===== src/rtl/lsu_pkg.sv =====
// Shared types and encodings for the load/store unit: FSM states, access sizes,
// memory write codes and the alignment rule.
package lsu_pkg;

    typedef enum logic [1:0] {
        IDLE  = 2'd0,
        READ  = 2'd1,
        WRITE = 2'd2,
        RESP  = 2'd3
    } lsuState_e;

    localparam logic [1:0] SZ_BYTE = 2'b00;
    localparam logic [1:0] SZ_HALF = 2'b01;
    localparam logic [1:0] SZ_WORD = 2'b10;

    localparam logic [1:0] MW_NONE = 2'b00;
    localparam logic [1:0] MW_WORD = 2'b01;

    // Size 2'b11 has no legal encoding, so it is reported the same way as a bad offset.
    function automatic logic isMisaligned(input logic [1:0] size, input logic [1:0] off);
        case (size)
            SZ_BYTE: isMisaligned = 1'b0;
            SZ_HALF: isMisaligned = off[0];
            SZ_WORD: isMisaligned = (off != 2'b00);
            default: isMisaligned = 1'b1;
        endcase
    endfunction

endpackage


===== src/rtl/lsu_lane_align.sv =====
// Lane steering shared by both paths: extracts and extends a load lane, and
// merges store data into the word read back for read-modify-write.
module lsu_lane_align
    import lsu_pkg::*;
(
    input  logic [31:0] word_i,
    input  logic [15:0] wdata_i,
    input  logic [1:0]  size_i,
    input  logic [1:0]  off_i,
    input  logic        unsigned_i,
    output logic [31:0] loadData_o,
    output logic [31:0] storeWord_o
);

    logic [7:0]  byteLane;
    logic [15:0] halfLane;

    always_comb begin
        case (off_i)
            2'd0:    byteLane = word_i[7:0];
            2'd1:    byteLane = word_i[15:8];
            2'd2:    byteLane = word_i[23:16];
            default: byteLane = word_i[31:24];
        endcase
        halfLane = off_i[1] ? word_i[31:16] : word_i[15:0];

        loadData_o  = word_i;
        storeWord_o = word_i;
        case (size_i)
            SZ_BYTE: begin
                loadData_o = unsigned_i ? {24'h0, byteLane} : {{24{byteLane[7]}}, byteLane};
                case (off_i)
                    2'd0:    storeWord_o[7:0]   = wdata_i[7:0];
                    2'd1:    storeWord_o[15:8]  = wdata_i[7:0];
                    2'd2:    storeWord_o[23:16] = wdata_i[7:0];
                    default: storeWord_o[31:24] = wdata_i[7:0];
                endcase
            end
            SZ_HALF: begin
                loadData_o = unsigned_i ? {16'h0, halfLane} : {{16{halfLane[15]}}, halfLane};
                if (off_i[1]) storeWord_o[31:16] = wdata_i;
                else          storeWord_o[15:0]  = wdata_i;
            end
            default: ;
        endcase
    end

endmodule


===== src/rtl/load_store_unit.sv =====
// MEM-stage load/store initiator: one request at a time, sub-word stores done as
// read-modify-write so lane placement never depends on the memory's partial writes.
module load_store_unit
    import lsu_pkg::*;
#(
    parameter int MEM_LATENCY = 1,
    parameter int ADDR_W      = 32
) (
    input  logic              clk,
    input  logic              reset,
    input  logic              req_valid,
    output logic              req_ready,
    input  logic              req_store,
    input  logic [1:0]        req_size,
    input  logic              req_unsigned,
    input  logic [ADDR_W-1:0] req_addr,
    input  logic [31:0]       req_wdata,
    output logic              resp_valid,
    output logic [31:0]       resp_rdata,
    output logic              resp_misalign,
    output logic [31:0]       mem_address,
    output logic [31:0]       mem_dataIn,
    output logic [1:0]        mem_memWrite,
    output logic              mem_memRead,
    input  logic [31:0]       mem_data
);

    localparam logic [3:0] LAST_CNT = 4'(MEM_LATENCY - 1);

    lsuState_e   state_q;
    logic [3:0]  cnt_q;
    logic        store_q;
    logic [1:0]  size_q;
    logic        unsigned_q;
    logic [1:0]  off_q;
    logic [15:0] wdata_q;
    logic        respValid_q;
    logic [31:0] respRdata_q;
    logic        respMisalign_q;
    logic [31:0] memAddress_q;
    logic [31:0] memDataIn_q;
    logic [1:0]  memWrite_q;
    logic        memRead_q;

    logic [ADDR_W-1:0] wordIndex;
    logic [31:0]       loadData;
    logic [31:0]       mergedWord;

    assign wordIndex = req_addr >> 2;

    // The lane unit always looks at the live memory return; its result is only
    // captured on the final READ cycle.
    lsu_lane_align u_align (
        .word_i      (mem_data),
        .wdata_i     (wdata_q),
        .size_i      (size_q),
        .off_i       (off_q),
        .unsigned_i  (unsigned_q),
        .loadData_o  (loadData),
        .storeWord_o (mergedWord)
    );

    always_ff @(posedge clk) begin
        if (reset) begin
            state_q        <= IDLE;
            cnt_q          <= 4'd0;
            store_q        <= 1'b0;
            size_q         <= SZ_BYTE;
            unsigned_q     <= 1'b0;
            off_q          <= 2'b00;
            wdata_q        <= 16'h0;
            respValid_q    <= 1'b0;
            respRdata_q    <= 32'h0;
            respMisalign_q <= 1'b0;
            memAddress_q   <= 32'h0;
            memDataIn_q    <= 32'h0;
            memWrite_q     <= MW_NONE;
            memRead_q      <= 1'b0;
        end else begin
            case (state_q)
                IDLE: begin
                    respValid_q <= 1'b0;
                    if (req_valid) begin
                        store_q      <= req_store;
                        size_q       <= req_size;
                        unsigned_q   <= req_unsigned;
                        off_q        <= req_addr[1:0];
                        wdata_q      <= req_wdata[15:0];
                        memAddress_q <= 32'(wordIndex);
                        if (isMisaligned(req_size, req_addr[1:0])) begin
                            respValid_q    <= 1'b1;
                            respMisalign_q <= 1'b1;
                            respRdata_q    <= 32'h0;
                            state_q        <= RESP;
                        end else if (req_store && req_size == SZ_WORD) begin
                            memDataIn_q <= req_wdata;
                            memWrite_q  <= MW_WORD;
                            state_q     <= WRITE;
                        end else begin
                            memRead_q <= 1'b1;
                            cnt_q     <= 4'd0;
                            state_q   <= READ;
                        end
                    end
                end
                READ: begin
                    if (cnt_q == LAST_CNT) begin
                        memRead_q <= 1'b0;
                        if (store_q) begin
                            memDataIn_q <= mergedWord;
                            memWrite_q  <= MW_WORD;
                            state_q     <= WRITE;
                        end else begin
                            respRdata_q    <= loadData;
                            respMisalign_q <= 1'b0;
                            respValid_q    <= 1'b1;
                            state_q        <= RESP;
                        end
                    end else begin
                        cnt_q <= cnt_q + 4'd1;
                    end
                end
                WRITE: begin
                    memWrite_q     <= MW_NONE;
                    respRdata_q    <= 32'h0;
                    respMisalign_q <= 1'b0;
                    respValid_q    <= 1'b1;
                    state_q        <= RESP;
                end
                RESP: begin
                    respValid_q <= 1'b0;
                    state_q     <= IDLE;
                end
                default: state_q <= IDLE;
            endcase
        end
    end

    assign req_ready     = (state_q == IDLE);
    assign resp_valid    = respValid_q;
    assign resp_rdata    = respRdata_q;
    assign resp_misalign = respMisalign_q;
    assign mem_address   = memAddress_q;
    assign mem_dataIn    = memDataIn_q;
    assign mem_memWrite  = memWrite_q;
    assign mem_memRead   = memRead_q;

endmodule


===== config.mk =====
export PLATFORM = sky130hd
export DESIGN_NAME = load_store_unit
export DESIGN_NICKNAME = d
export VERILOG_FILES = /design/src/rtl/lsu_pkg.sv /design/src/rtl/lsu_lane_align.sv /design/src/rtl/load_store_unit.sv
export SDC_FILE = /design/constraint.sdc
export NUM_CORES = 1
export LEC_CHECK = 0
export ABC_AREA = 1
export CORE_ASPECT_RATIO = 2
export CORE_UTILIZATION = 24
export CTS_CLUSTER_DIAMETER = 100
export CTS_CLUSTER_SIZE = 24
export DETAILED_ROUTE_END_ITERATION = 7
export PLACE_DENSITY = 0.57
export SETUP_SLACK_MARGIN = 0.05
export SLEW_MARGIN = 20
export SYNTH_ARGS = -nofsm -noshare
export SYNTH_HDL_FRONTEND = slang
export SYNTH_SLANG_ARGS = --single-unit

===== constraint.sdc =====
create_clock -name clk -period 1.65 [get_ports clk]
set_clock_uncertainty 0.1 [all_clocks]
set_input_delay 0.33 -clock clk [delete_from_list [all_inputs] [get_ports clk]]
set_output_delay 0.33 -clock clk [all_outputs]
set_load 0.005 [all_outputs]

[Word-level counts from Yosys, hierarchy flattened]
Cells that the tools add are included.
Cells by class
  $add $sub $neg: 1
  equal/unequal tests: 17
  multiplexer cells: 59
  reduce and logical (&&, ||, !) cells: 18
Operators with widths (count)
  32-bit two-way mux: 11
  32-bit one-hot mux with 2 select lines: 3
  32-bit one-hot mux with 3 select lines: 1
  16-bit two-way mux: 3
  8-bit two-way mux: 4
  8-bit one-hot mux with 3 select lines: 1
  2-bit two-way mux: 9
  1-bit two-way mux: 16
  4-bit two-way mux: 4
  5-bit AND reduction: 3
  2-bit != test, second input constant: 7
  6-bit AND reduction: 2
  2-bit by 1-bit == test with 1-bit output, second input constant: 4
  2-bit == test, second input constant: 4
  2-bit zero test: 4
  2-bit one-hot mux with 4 select lines: 1
  4-bit one-hot mux with 2 select lines: 1
  1-bit one-hot mux with 3 select lines: 2
  2-bit one-hot mux with 3 select lines: 1
  2-bit AND reduction: 3
  4-bit by 1-bit adder with 4-bit output, second input constant: 1
  4-bit zero test: 1
  2-bit by 1-bit != test with 1-bit output, second input constant: 2
  1-bit one-hot mux with 4 select lines: 1
  other kinds (5): 6
Word-level totals
  bits in registers: 127
  input port bits: 103
  output and inout bits: 102
  word-level logic and storage cells: 109

[Depth between registers and ports, before layout]
  word-level depth: 8
  mapped depth: 12
  gate-level depth less buffers: 11

[Modules after synthesis]
A second synthesis with hierarchy kept.
Second synthesis, totals
  cells, all modules: 1152
  area total of the unflattened synthesis: 7479.7 sq um
Modules (own cells, without submodules)
  load_store_unit: times used 1, cells an instance 760, area each 5530.3 sq um, seq. area each 2522.4 sq um
  lsu_lane_align: times used 1, cells an instance 392, area each 1949.4 sq um, seq. area each 0.0 sq um

[Worst setup path after synthesis]
No wires, ideal clock.
  kind: register to register
  start: reg state_q[0]
  end: reg memDataIn_q[2], in the netlist mem_dataIn[2]
  setup time: 0.135 ns
  data arrival time: 1.561 ns
  required time: 1.415 ns
  setup slack: -0.146 ns
  cell stages (with the launch flop): 12
  path buffers: 1
  clock period less this slack: 1.796 ns
  cell sequence: dfxtp_1 inv_1 ha_1 inv_2 nor2_1 inv_1 nand4_2 nor2_2 buf_2 nand3_1 nand2_1 nor2_1
Between the ends
  cells in the longest elaborated chain, start to end: 3
  elaborated cells on any way between the ends: 10
  those cells by class: eq/ne: 6; mux: 1; reduce/logical: 3
Ends and longest elaborated chain
  from (decl): RTL line load_store_unit.sv:30  | lsuState_e state_q;
  from (signal assigned): RTL line load_store_unit.sv:65  | state_q <= IDLE;
  from (signal assigned): RTL line load_store_unit.sv:94  | state_q <= RESP;
  from (signal assigned): RTL line load_store_unit.sv:98  | state_q <= WRITE;
  2-bit zero test *
  via req_ready: RTL line load_store_unit.sv:12  | output logic req_ready,
  2-bit by 1-bit != test with 1-bit output (no source line), or another cell as far along
  6-bit AND reduction (no source line)
  to (signal assigned): RTL line load_store_unit.sv:96  | memDataIn_q <= req_wdata;
  to (signal assigned): RTL line load_store_unit.sv:110  | memDataIn_q <= mergedWord;
  to (decl): RTL line load_store_unit.sv:41  | logic [31:0] memDataIn_q;
Mark *: on every way through the listed nets, which the timed path passes. The rest lies on a longest branch.
A chain may end at the register's enable or synchronous reset.

[Worst setup path in the final report]
  start: reg state_q[0]
  end: reg memDataIn_q[18], in the netlist mem_dataIn[18]
Between the ends
  cells in the longest elaborated chain, start to end: 3
  elaborated cells on any way between the ends: 10
  those cells by class: eq/ne: 6; mux: 1; reduce/logical: 3
Ends and longest elaborated chain
  2-bit by 1-bit == test with 1-bit output / 2-bit zero test (equally long branches): RTL line load_store_unit.sv:80  | case (state_q)
  2-bit != test (no source line), or another cell as far along
  6-bit AND reduction (no source line)
Several ways; a longest one is shown, not always the timed one.

==> flow_summary.json <==
{
  "outcome": "finished with violations",
  "violations": "setup timing",
  "period_share": 1.09,
  "rsz0062_at_grt": "true",
  "hold_buffers": 0,
  "crit_top_cell": "buf_4",
  "path_class": "reg2reg",
  "ys_seq_area_frac": 0.383,
  "htree_levels": 4,
  "drt_iter0_drc": 340,
  "min_path_cells": 3,
  "cellLeakagePower_nw": 5.15,
  "reg2reg_depth": 11,
  "grt_pass1_vias": 7788,
  "hold_class": "in2reg",
  "cts_tree": "yes",
  "clkSlewWorstSetupHoldPaths_ps": 60,
  "start_util": 0.245,
  "avgSynthCellArea_sq_um": 6.53,
  "viasPerCell": 4.50,
  "start_kind": "flip-flop",
  "die_area_sq_um": 28100,
  "vdd_drop_max_v": 0.000801,
  "cts.sinks": 126,
  "synth_area_sq_um": 6580,
  "finalSetupTns_ps": -6920,
  "core_sq_um": 26900,
  "antenna_left": 0,
  "r2r_end": "mem_dataIn[18]$_SDFFE_PP0P_",
  "holdPathEnd": "mem_dataIn[5]$_SDFFE_PP0P_",
  "syn_to_final_growth_pct": 67.7,
  "die_height_um": 236,
  "r2r-start": "state_q[0]$_SDFFE_PP0P_",
  "grt_pass1_wl_um": 42000,
  "wl_um": 28100,
  "crit_chain": "inv_2, ha_4, buf_6, buf_4, o21ai_4, nor2_4, buf_4, buf_12, buf_16, nand2_1, a21oi_1",
  "synth-seq-cells": 126,
  "fin_crit_ps": 1800,
  "crit_slowest_cell": "dfxtp_2",
  "fin_nets": 1429,
  "maxCapViolCount": 0,
  "grt_max_degree": 57,
  "hold_viol": 0,
  "postSynthCellCount": 1008,
  "root_buffer": "clkbuf_16",
  "setup_viol": 69,
  "worstHoldStart": "reset",
  "num_vias": 7567,
  "whs_ps": 281,
  "worstPathRequired_ps": 1860,
  "synth_area_leaders": "dfxtp_1, nand2_1, nor2_1, o21ai_0, a21oi_1",
  "clock.fmax_mhz": 555,
  "port_buffers": 201,
  "antenna_found_initial": 1,
  "clockBufferDepth": 2,
  "synth.top_cell.area_share": 0.383,
  "drive_above_1_share": 0.221,
  "slew_violations": 0,
  "wl_per_cell_um": 16.7,
  "hpwl_um": 21700,
  "power_per_cell_area_nw_per_um2": 1750,
  "dr.pass1.iters": 5,
  "total_power_mw": 19.3,
  "drc": 0,
  "worst-path-buf-inv": 6,
  "rrSetupSlack_ps": -150,
  "worstPathArrival_ps": 2010,
  "grt_use_total": 0.199,
  "gp_congestion": 0.937,
  "clk-insertion-delay-late_ps": 440,
  "cts_inserted_buffers": 17,
  "rows": 85,
  "critPathCaptureType": "flip-flop",
  "critPathMaxStageDelay_ps": 330,
  "synth_area_leader_cell": "dfxtp_1",
  "io_pins": 205,
  "die_x_um": 119,
  "yosysWarnings": 0,
  "cp_top_family": "buffers and inverters",
  "setup_slack_ps": -153,
  "yosysUniqueCellTypes": 34,
  "crit_fanout": 6,
  "globalRouteOverflowTotal": 0
}
## Yosys cell counts
library cell and instances:
inv_1 85, buf_6 1, inv_4 1, dfxtp_1 126
nand2_4 2, clkbuf_1 29, o21a_1 1, xor2_1 1
inv_2 4, o21ai_1 13, o211ai_1 18, o22ai_1 4
o21ai_0 92, a31oi_1 1, nand4_4 1, buf_2 22
nand4_1 5, buf_4 8, buf_12 1, nand4_2 1
a21oi_1 64, nand2_1 292, nor2_1 134, or2_2 4
a21oi_2 10, nand3_2 12, xnor2_1 1, nor2_2 4
nand3_1 56, nor3_1 1, ha_1 7, buf_1 2
nor2_4 4, conb_1 1
## cells in the final DEF, fill, tap and decap left out, types with 3 or more instances in the layout
master           count
conb_1               3
o21ai_1             31
clkbuf_16           22
nand2_2              6
inv_2                6
nor2_4              15
inv_4                3
clkbuf_1             3
a21oi_2             14
buf_6                8
dfxtp_2             20
nand2_4              6
ha_1                 5
a21oi_1             60
nand2_1            281
dfxtp_1            105
nand3_1             54
buf_8                4
clkdlybuf4s50_1    101
clkinvlp_4           3
nand4_1              5
dlygate4sd2_1       98
buf_4              117
or2_2                4
nor2_2               7
o211ai_1            18
o21ai_2              8
o21ai_0             65
nand3_2             13
o22ai_1              4
inv_1               81
nor2_1             120
bufinv_16            4
buf_12              16
## metal layers
layer / global-route usage / wire length, um
met2: 0.379 / 15700
met5: 0 / 0
met4: 0.147 / 1800
met1: 0.178 / 9350
met3: 0.0464 / 1280
## cell families after synthesis
kind of cell               after synthesis  share of synthesized area
buffers and inverters                  153                      0.100
AOI/OAI and AO/OA                      203                      0.168
DFF                                    126                      0.383
other                                    1                   0.000570
xor gates and xnor gates                 2                    0.00266
adders and majority gates                7                     0.0133
and+or+nand+nor                        516                      0.332
## what timing repair did
action | 4_1_cts | 5_1_grt
setup buffers | 11 | 7
setup endpoints to repair | 168 | 91
gates cloned | 2 | 5
endpoints found under the hold margin | 0 | 0
resized for setup | 166 | 62
pin swaps | 12 | 6
## tightest hold or removal path: stages
cell    delay (ps)
buf_2          120
buf_12         190
nor2_1         120
## how the worst max path moves through the flow
| stage | slack, ps | from | cells after the start | end |
|---|---|---|---|---|
| floorplan | 40 | state_q[1]$_SDFFE_PP0P_ | 10 | mem_dataIn[5]$_SDFFE_PP0P_ |
| global placement | -430 | req_size[0] | 10 | resp_rdata[2]$_SDFFE_PP0P_ |
| detailed placement | -440 | req_size[0] | 10 | resp_rdata[1]$_SDFFE_PP0P_ |
| CTS | -130 | state_q[1]$_SDFFE_PP0P_ | 4 | req_ready |
| global route | -240 | state_q[0]$_SDFFE_PP0P_ | 11 | mem_dataIn[24]$_SDFFE_PP0P_ |
| finish | -150 | state_q[0]$_SDFFE_PP0P_ | 11 | mem_dataIn[18]$_SDFFE_PP0P_ |
## area by class of cell
| type | count | area (sq um) |
|---|---|---|
| clock buffer | 22 | 464 |
| timing repair buffer | 353 | 3410 |
| clock inverter | 10 | 161 |
| sequential | 126 | 2550 |
| inverter | 90 | 345 |
| multi-input combinational | 731 | 3670 |
| fill | 2804 | 15900 |
| tap | 348 | 435 |
| antenna | 1 | 2.50 |
## flip-flops by register name, indices dropped and copies added, names as in the netlist, 2 cells and up
| register | flops |
|---|---|
| cnt_q | 4 |
| mem_address | 30 |
| mem_dataIn | 32 |
| off_q | 2 |
| resp_rdata | 32 |
| size_q | 2 |
| state_q | 2 |
| wdata_q | 16 |
## report_power, final
group,switching [mW],internal [mW]
combinational,5.62,5.05
clock,1.44,2.60
sequential,0.611,4.02
## through the flow
stage	utilization	instance area, sq um	std cells	worst slack, ps
global route	0.410	11000	1681	-243
finish	0.410	11000	1681	-153
floorplan	-	6680	1010	35.2
detailed placement	0.368	9890	1623	-441
global placement	0.368	9890	1623	-427
CTS	0.398	10700	1668	-133
(Power assumes the default switching activity.)
